$ cat src/rtl/seg_scan_if.sv
// Bus between the display register file (master) and the 7-segment scan driver (slave).
// Carries the content-load strobe and fields plus the registered pin outputs.
interface seg_scan_if;
    logic        load;
    logic [15:0] digits;
    logic [3:0]  dp;
    logic [3:0]  blank;
    logic [3:0]  brightness;
    logic [3:0]  anode;
    logic [7:0]  cathode;
    logic        frame_done;

    modport master (
        output load, digits, dp, blank, brightness,
        input  anode, cathode, frame_done
    );

    modport slave (
        input  load, digits, dp, blank, brightness,
        output anode, cathode, frame_done
    );
endinterface

$ cat src/rtl/seg_scan_driver.sv
// 4-digit common-anode 7-segment scan driver with 16-level PWM.
// New content is double-buffered and only swapped in at frame boundaries.
module seg_scan_driver #(
    parameter int PRESCALE = 1563
) (
    input  logic       clk,
    input  logic       reset,
    seg_scan_if.slave  bus
);
    localparam int            PW    = (PRESCALE > 1) ? $clog2(PRESCALE) : 1;
    localparam logic [PW-1:0] PLAST = PW'(PRESCALE - 1);

    logic [PW-1:0] pcnt_q, pcnt_d;
    logic [3:0]    tick_q, tick_d;
    logic [1:0]    digit_q, digit_d;

    logic [15:0] pend_digits_q;
    logic [3:0]  pend_dp_q, pend_blank_q, pend_bright_q;
    logic        pend_vld_q;

    logic [15:0] act_digits_q;
    logic [3:0]  act_dp_q, act_blank_q, act_bright_q;

    logic [3:0]  anode_q, anode_d;
    logic [7:0]  cathode_q, cathode_d;
    logic        frame_done_q;

    logic pcnt_wrap, tick_wrap, boundary, lit;
    logic [3:0] nibble;

    function automatic logic [6:0] seg7(input logic [3:0] v);
        logic [6:0] s;
        case (v)
            4'h0: s = 7'h40;  4'h1: s = 7'h79;  4'h2: s = 7'h24;  4'h3: s = 7'h30;
            4'h4: s = 7'h19;  4'h5: s = 7'h12;  4'h6: s = 7'h02;  4'h7: s = 7'h78;
            4'h8: s = 7'h00;  4'h9: s = 7'h10;  4'hA: s = 7'h08;  4'hB: s = 7'h03;
            4'hC: s = 7'h46;  4'hD: s = 7'h21;  4'hE: s = 7'h06;  default: s = 7'h0E;
        endcase
        return s;
    endfunction

    always_comb begin
        pcnt_wrap = (pcnt_q == PLAST);
        tick_wrap = pcnt_wrap && (tick_q == 4'hF);
        boundary  = tick_wrap && (digit_q == 2'd3);
        pcnt_d    = pcnt_wrap ? '0 : pcnt_q + 1'b1;
        tick_d    = pcnt_wrap ? tick_q + 4'd1 : tick_q;
        digit_d   = tick_wrap ? digit_q + 2'd1 : digit_q;

        // Tick 15 can never satisfy tick < brightness, which gives the anti-ghosting gap.
        nibble    = act_digits_q[{digit_q, 2'b00} +: 4];
        lit       = !act_blank_q[digit_q] && (tick_q < act_bright_q);
        anode_d   = 4'hF;
        cathode_d = 8'hFF;
        if (lit) begin
            anode_d   = ~(4'b0001 << digit_q);
            cathode_d = {~act_dp_q[digit_q], seg7(nibble)};
        end
    end

    always_ff @(posedge clk or negedge reset) begin
        if (!reset) begin
            pcnt_q       <= '0;
            tick_q       <= '0;
            digit_q      <= '0;
            pend_vld_q   <= 1'b0;
            act_digits_q <= '0;
            act_dp_q     <= '0;
            act_blank_q  <= 4'hF;
            act_bright_q <= '0;
            anode_q      <= 4'hF;
            cathode_q    <= 8'hFF;
            frame_done_q <= 1'b0;
        end else begin
            pcnt_q       <= pcnt_d;
            tick_q       <= tick_d;
            digit_q      <= digit_d;
            anode_q      <= anode_d;
            cathode_q    <= cathode_d;
            frame_done_q <= boundary;
            // The transfer sees pending as it was before this edge; a same-cycle load waits a frame.
            if (boundary && pend_vld_q) begin
                act_digits_q <= pend_digits_q;
                act_dp_q     <= pend_dp_q;
                act_blank_q  <= pend_blank_q;
                act_bright_q <= pend_bright_q;
            end
            if (bus.load)
                pend_vld_q <= 1'b1;
            else if (boundary)
                pend_vld_q <= 1'b0;
        end
    end

    // Pending content is qualified by pend_vld_q, so it needs no reset.
    always_ff @(posedge clk) begin
        if (bus.load) begin
            pend_digits_q <= bus.digits;
            pend_dp_q     <= bus.dp;
            pend_blank_q  <= bus.blank;
            pend_bright_q <= bus.brightness;
        end
    end

    assign bus.anode      = anode_q;
    assign bus.cathode    = cathode_q;
    assign bus.frame_done = frame_done_q;
endmodule

$ cat src/flat_wrapper.sv
// flat-port wrapper written by rule: the top's interface ports become plain ports
module seg_scan_driver_flat 
#(
    parameter int PRESCALE = 1563
)
  (clk, reset, bus_load, bus_digits, bus_dp, bus_blank, bus_brightness, bus_anode, bus_cathode, bus_frame_done);
  seg_scan_if bus_i ();
  input  logic clk;
  input  logic reset;
  input wire logic [$bits(bus_i.load)-1:0] bus_load;
  input wire logic [$bits(bus_i.digits)-1:0] bus_digits;
  input wire logic [$bits(bus_i.dp)-1:0] bus_dp;
  input wire logic [$bits(bus_i.blank)-1:0] bus_blank;
  input wire logic [$bits(bus_i.brightness)-1:0] bus_brightness;
  output wire logic [$bits(bus_i.anode)-1:0] bus_anode;
  output wire logic [$bits(bus_i.cathode)-1:0] bus_cathode;
  output wire logic [$bits(bus_i.frame_done)-1:0] bus_frame_done;
  assign bus_i.load = bus_load;
  assign bus_i.digits = bus_digits;
  assign bus_i.dp = bus_dp;
  assign bus_i.blank = bus_blank;
  assign bus_i.brightness = bus_brightness;
  assign bus_anode = bus_i.anode;
  assign bus_cathode = bus_i.cathode;
  assign bus_frame_done = bus_i.frame_done;
  seg_scan_driver #(.PRESCALE(PRESCALE)) u_core (.clk(clk), .reset(reset), .bus(bus_i));
endmodule
$ cat config.mk
export PLATFORM = sky130hd
export DESIGN_NAME = seg_scan_driver_flat
export DESIGN_NICKNAME = d
export VERILOG_FILES = /design/src/rtl/seg_scan_if.sv /design/src/rtl/seg_scan_driver.sv /design/src/flat_wrapper.sv
export SDC_FILE = /design/constraint.sdc
export NUM_CORES = 1
export LEC_CHECK = 0
export CORE_UTILIZATION = 50
export CTS_CLUSTER_DIAMETER = 40
export DETAILED_ROUTE_END_ITERATION = 6
export PLACE_DENSITY_LB_ADDON = 0.3
export REMOVE_ABC_BUFFERS = 1
export SYNTH_ARGS = -nofsm -noshare
export SYNTH_HDL_FRONTEND = slang
export SYNTH_SLANG_ARGS = --single-unit
$ cat constraint.sdc
create_clock -name clk -period 2.6 [get_ports clk]
set_input_delay 0.52 -clock clk [delete_from_list [all_inputs] [get_ports clk]]
set_output_delay 0.52 -clock clk [all_outputs]
set_load 0.05 [all_outputs]
==> impl_metrics.env <==
export IMPL_r2r_end="u_core.act_digits_q[12]"
export IMPL_routed_wl_mm=5.80
export IMPL_cts_resized=0
export IMPL_synthArstFlopShare_pct=67.8
export IMPL_antenna_found_initial=0
export IMPL_antennaDiodeCount=0
export IMPL_synth_distinct_cells=37
export IMPL_overflow=0
export IMPL_ctsHoldBuffers=0
export IMPL_cts_tree="yes"
export IMPL_clk_pin_slew_ps=80
export IMPL_rsz0062_at_grt="false"
export IMPL_dr_pass1_iters=5
export IMPL_pre_cts_ws_ps=187
export IMPL_leakage_uw=0.00190
export IMPL_drv_cap=0
export IMPL_syn_to_final_growth_pct=19.0
export IMPL_fin_crit_sh_pct=94.1
export IMPL_tns_ps=0
export IMPL_cts_root_buf="clkbuf_8"
export IMPL_power_total_uw=2310
export IMPL_r2r_slack_ps=150
export IMPL_final_nets=358
export IMPL_core_mm2=0.00729
export IMPL_synth_edff_count=28
export IMPL_first_global_vias=1972
export IMPL_reg2reg_from="u_core.pcnt_q[6]"
export IMPL_place_congestion=0.835
export IMPL_hold_path_class="primary input to async pin"
export IMPL_ioPinCount=44
export IMPL_regArea_mm2=0.00234
export IMPL_crit_chain="or4_1 > nor4b_2 > and3_2 > and3_4 > buf_12 > mux2_2"
export IMPL_ff2ff_path_depth=6
export IMPL_drt_iter0_markers=160
export IMPL_slew_headroom_pct=32.3
export IMPL_worstMarginPinSlew_ps=988
export IMPL_dp_hpwl_mm=4.22
export IMPL_placementRows=31
export IMPL_final_cell_mix="43 x dfrtp_1, 42 x clkdlybuf4s50_1, 28 x edfxtp_1"
export IMPL_ys_ff_latch=87
export IMPL_switching_share_pct=20.6
export IMPL_final_setup_skew_ps=6.57
export IMPL_avgSynthCellArea_um2=14.8
export IMPL_cts_buffer_depth=2
export IMPL_pwr_share_comb_pct=3.2
export IMPL_multi_input_area_mm2=0.00134
export IMPL_slew_violations=0
export IMPL_worst_ep_arrival_time_ps=2680
export IMPL_die_area_mm2=0.00797
export IMPL_die_w_um=89.3
export IMPL_setup_slack_ps=153
export IMPL_synth_ff_type="dfrtp_1"
export IMPL_htreeDepth=3
export IMPL_p_int_uw=1840
export IMPL_setup_viol=0
export IMPL_end_kind="register"
export IMPL_synth_area_mm2=0.00381
export IMPL_irDropWorstVdd_mv=0.359
export IMPL_drc=0
export IMPL_clkLatencyLatePin_ps=350
export IMPL_cts_made_buffers=9
export IMPL_fillers=590
export IMPL_grt_first_pass_wirelength_mm=9.49
export IMPL_initial_utilization_pct=52.2
export IMPL_crit_slowest_cell="or4_1"
export IMPL_seq_area_frac_synth_pct=61.4
export IMPL_max_stage_delay_ps=540
export IMPL_vias=2074
export IMPL_p_per_area_mw_per_mm2=511
export IMPL_grt_max_degree=36
export IMPL_ys_warn_count=0
export IMPL_min_period_ps=2450
export IMPL_status="completed"
export IMPL_grtUsageTotal_pct=16.6
export IMPL_wl_per_cell_um=14.0
export IMPL_fmax_mhz=409
export IMPL_sequentialPowerShare_pct=63.4
export IMPL_critPathMaxFanout=13
export IMPL_clock_sinks=87
export IMPL_clkPwrFrac_pct=33.5
export IMPL_ant_nets=0
export IMPL_final_hold_violation_count=0
export IMPL_io_buffers=43
export IMPL_die_h_um=89.3
export IMPL_startpoint_type="register"
export IMPL_synthCells=258
export IMPL_final_common_cell="dfrtp_1"
export IMPL_crit_required_ps=2830
export IMPL_drive_gt1_share_pct=24.1
export IMPL_p_sw_uw=477
export IMPL_path_class="register to register"
export IMPL_routed_via_density=5.00
export IMPL_post_cts_buffers=0
[logic make-up (layout without fill, tap and decap cells)]
| group | after synthesis | count (layout) | share of synthesized area (%) |
|---|---|---|---|
| AO/OA/AOI/OAI | 17 | 17 | 2.69 |
| XOR/XNOR | 14 | 14 | 3.22 |
| adder cells (fa/ha/maj) | 16 | 16 | 5.26 |
| buffers and inverters | 20 | 78 | 3.32 |
| flip-flops | 87 | 87 | 61.4 |
| multiplexers | 45 | 45 | 16.1 |
| AND/OR/NAND/NOR | 59 | 59 | 7.99 |
[synth_stat cells (2+ instances only)]
library cell	count	share of area (%)
nand4_1	3	0.49
nor3_1	4	0.53
ha_1	16	5.3
dfstp_2	16	11
nor2_1	13	1.3
a31oi_1	2	0.33
inv_1	9	0.89
mux2_4	20	7.9
xnor2_1	6	1.4
mux4_2	4	2.4
nand3_1	10	1.3
o211ai_1	4	0.79
nand2_1	17	1.7
mux2i_1	10	2.6
buf_12	3	1.6
mux2_2	11	3.3
clkbuf_1	5	0.49
dfrtp_1	43	28
o21ai_0	7	0.92
buf_2	2	0.26
xor2_1	8	1.8
and4_1	2	0.46
edfxtp_1	28	22
a21oi_1	2	0.26
[worst max-delay path by stage]
stage,startpoint,to,cells after the start
after floorplan,u_core.pcnt_q[6],u_core.act_digits_q[12],5
after global placement,u_core.pcnt_q[6],u_core.act_dp_q[0],6
after detailed placement,u_core.pcnt_q[6],u_core.act_digits_q[12],6
after CTS,u_core.pcnt_q[6],u_core.act_digits_q[12],6
after global routing,u_core.pcnt_q[6],u_core.act_digits_q[12],6
final,u_core.pcnt_q[6],u_core.act_digits_q[12],6
[flip-flops by register name, indices dropped and copies added (netlist names)]
signal                 cells
u_core.pend_digits_q      16
u_core.bus.frame_done      1
u_core.bus.anode           4
u_core.pend_vld_q          1
u_core.bus.cathode         8
u_core.act_blank_q         4
u_core.pend_dp_q           4
u_core.digit_q             2
u_core.pend_bright_q       4
u_core.pend_blank_q        4
u_core.tick_q              4
u_core.pcnt_q             11
u_core.act_bright_q        4
u_core.act_digits_q       16
u_core.act_dp_q            4
[routing by layer]
metal  wire length [µm]  GRT usage, %  up-vias
li1                   -             -     1023
met1               2630          22.4      998
met2               2850          25.8       45
met3                208          3.60        8
met4                112          8.23        0
met5                  0             0        -
[through the flow]
step           utilization (%)  cells  hold WS, ps  cell area (µm²)
6_report                  62.1    415          161             4530
2_1_floorplan                -    248          224             3720
4_1_cts                   62.1    415          170             4530
5_1_grt                   62.1    415          207             4530
3_5_place_dp              60.0    399          463             4370
3_3_place_gp              60.0    399          462             4370
[cell type report]
| class | count | area share [%] |
|---|---|---|
| Tap cell | 99 | 2.73 |
| Inverter | 10 | 0.829 |
| Multi-Input combinational cell | 151 | 29.7 |
| Sequential cell | 87 | 51.6 |
| Timing Repair Buffer | 52 | 11.7 |
| Clock inverter | 5 | 0.552 |
| Clock buffer | 11 | 2.90 |
[critical path, delay by kind of cell, from the launching register on]
kind | cells | cell delay, ps
muxes | 1 | 330
and+or+nand+nor | 4 | 1400
buffers and inverters | 1 | 170
DFF | 1 | 430
[power by group through the flow]
stage / sequential, µW / combinational, µW / clock, µW
floorplan: 1490 / 1.19 / 0
global placement: 1490 / 74.0 / 0
detailed placement: 1490 / 76.1 / 0
CTS: 1470 / 76.1 / 806
global route: 1470 / 82.4 / 857
finish: 1470 / 73.4 / 774
(Power assumes the default switching activity.)
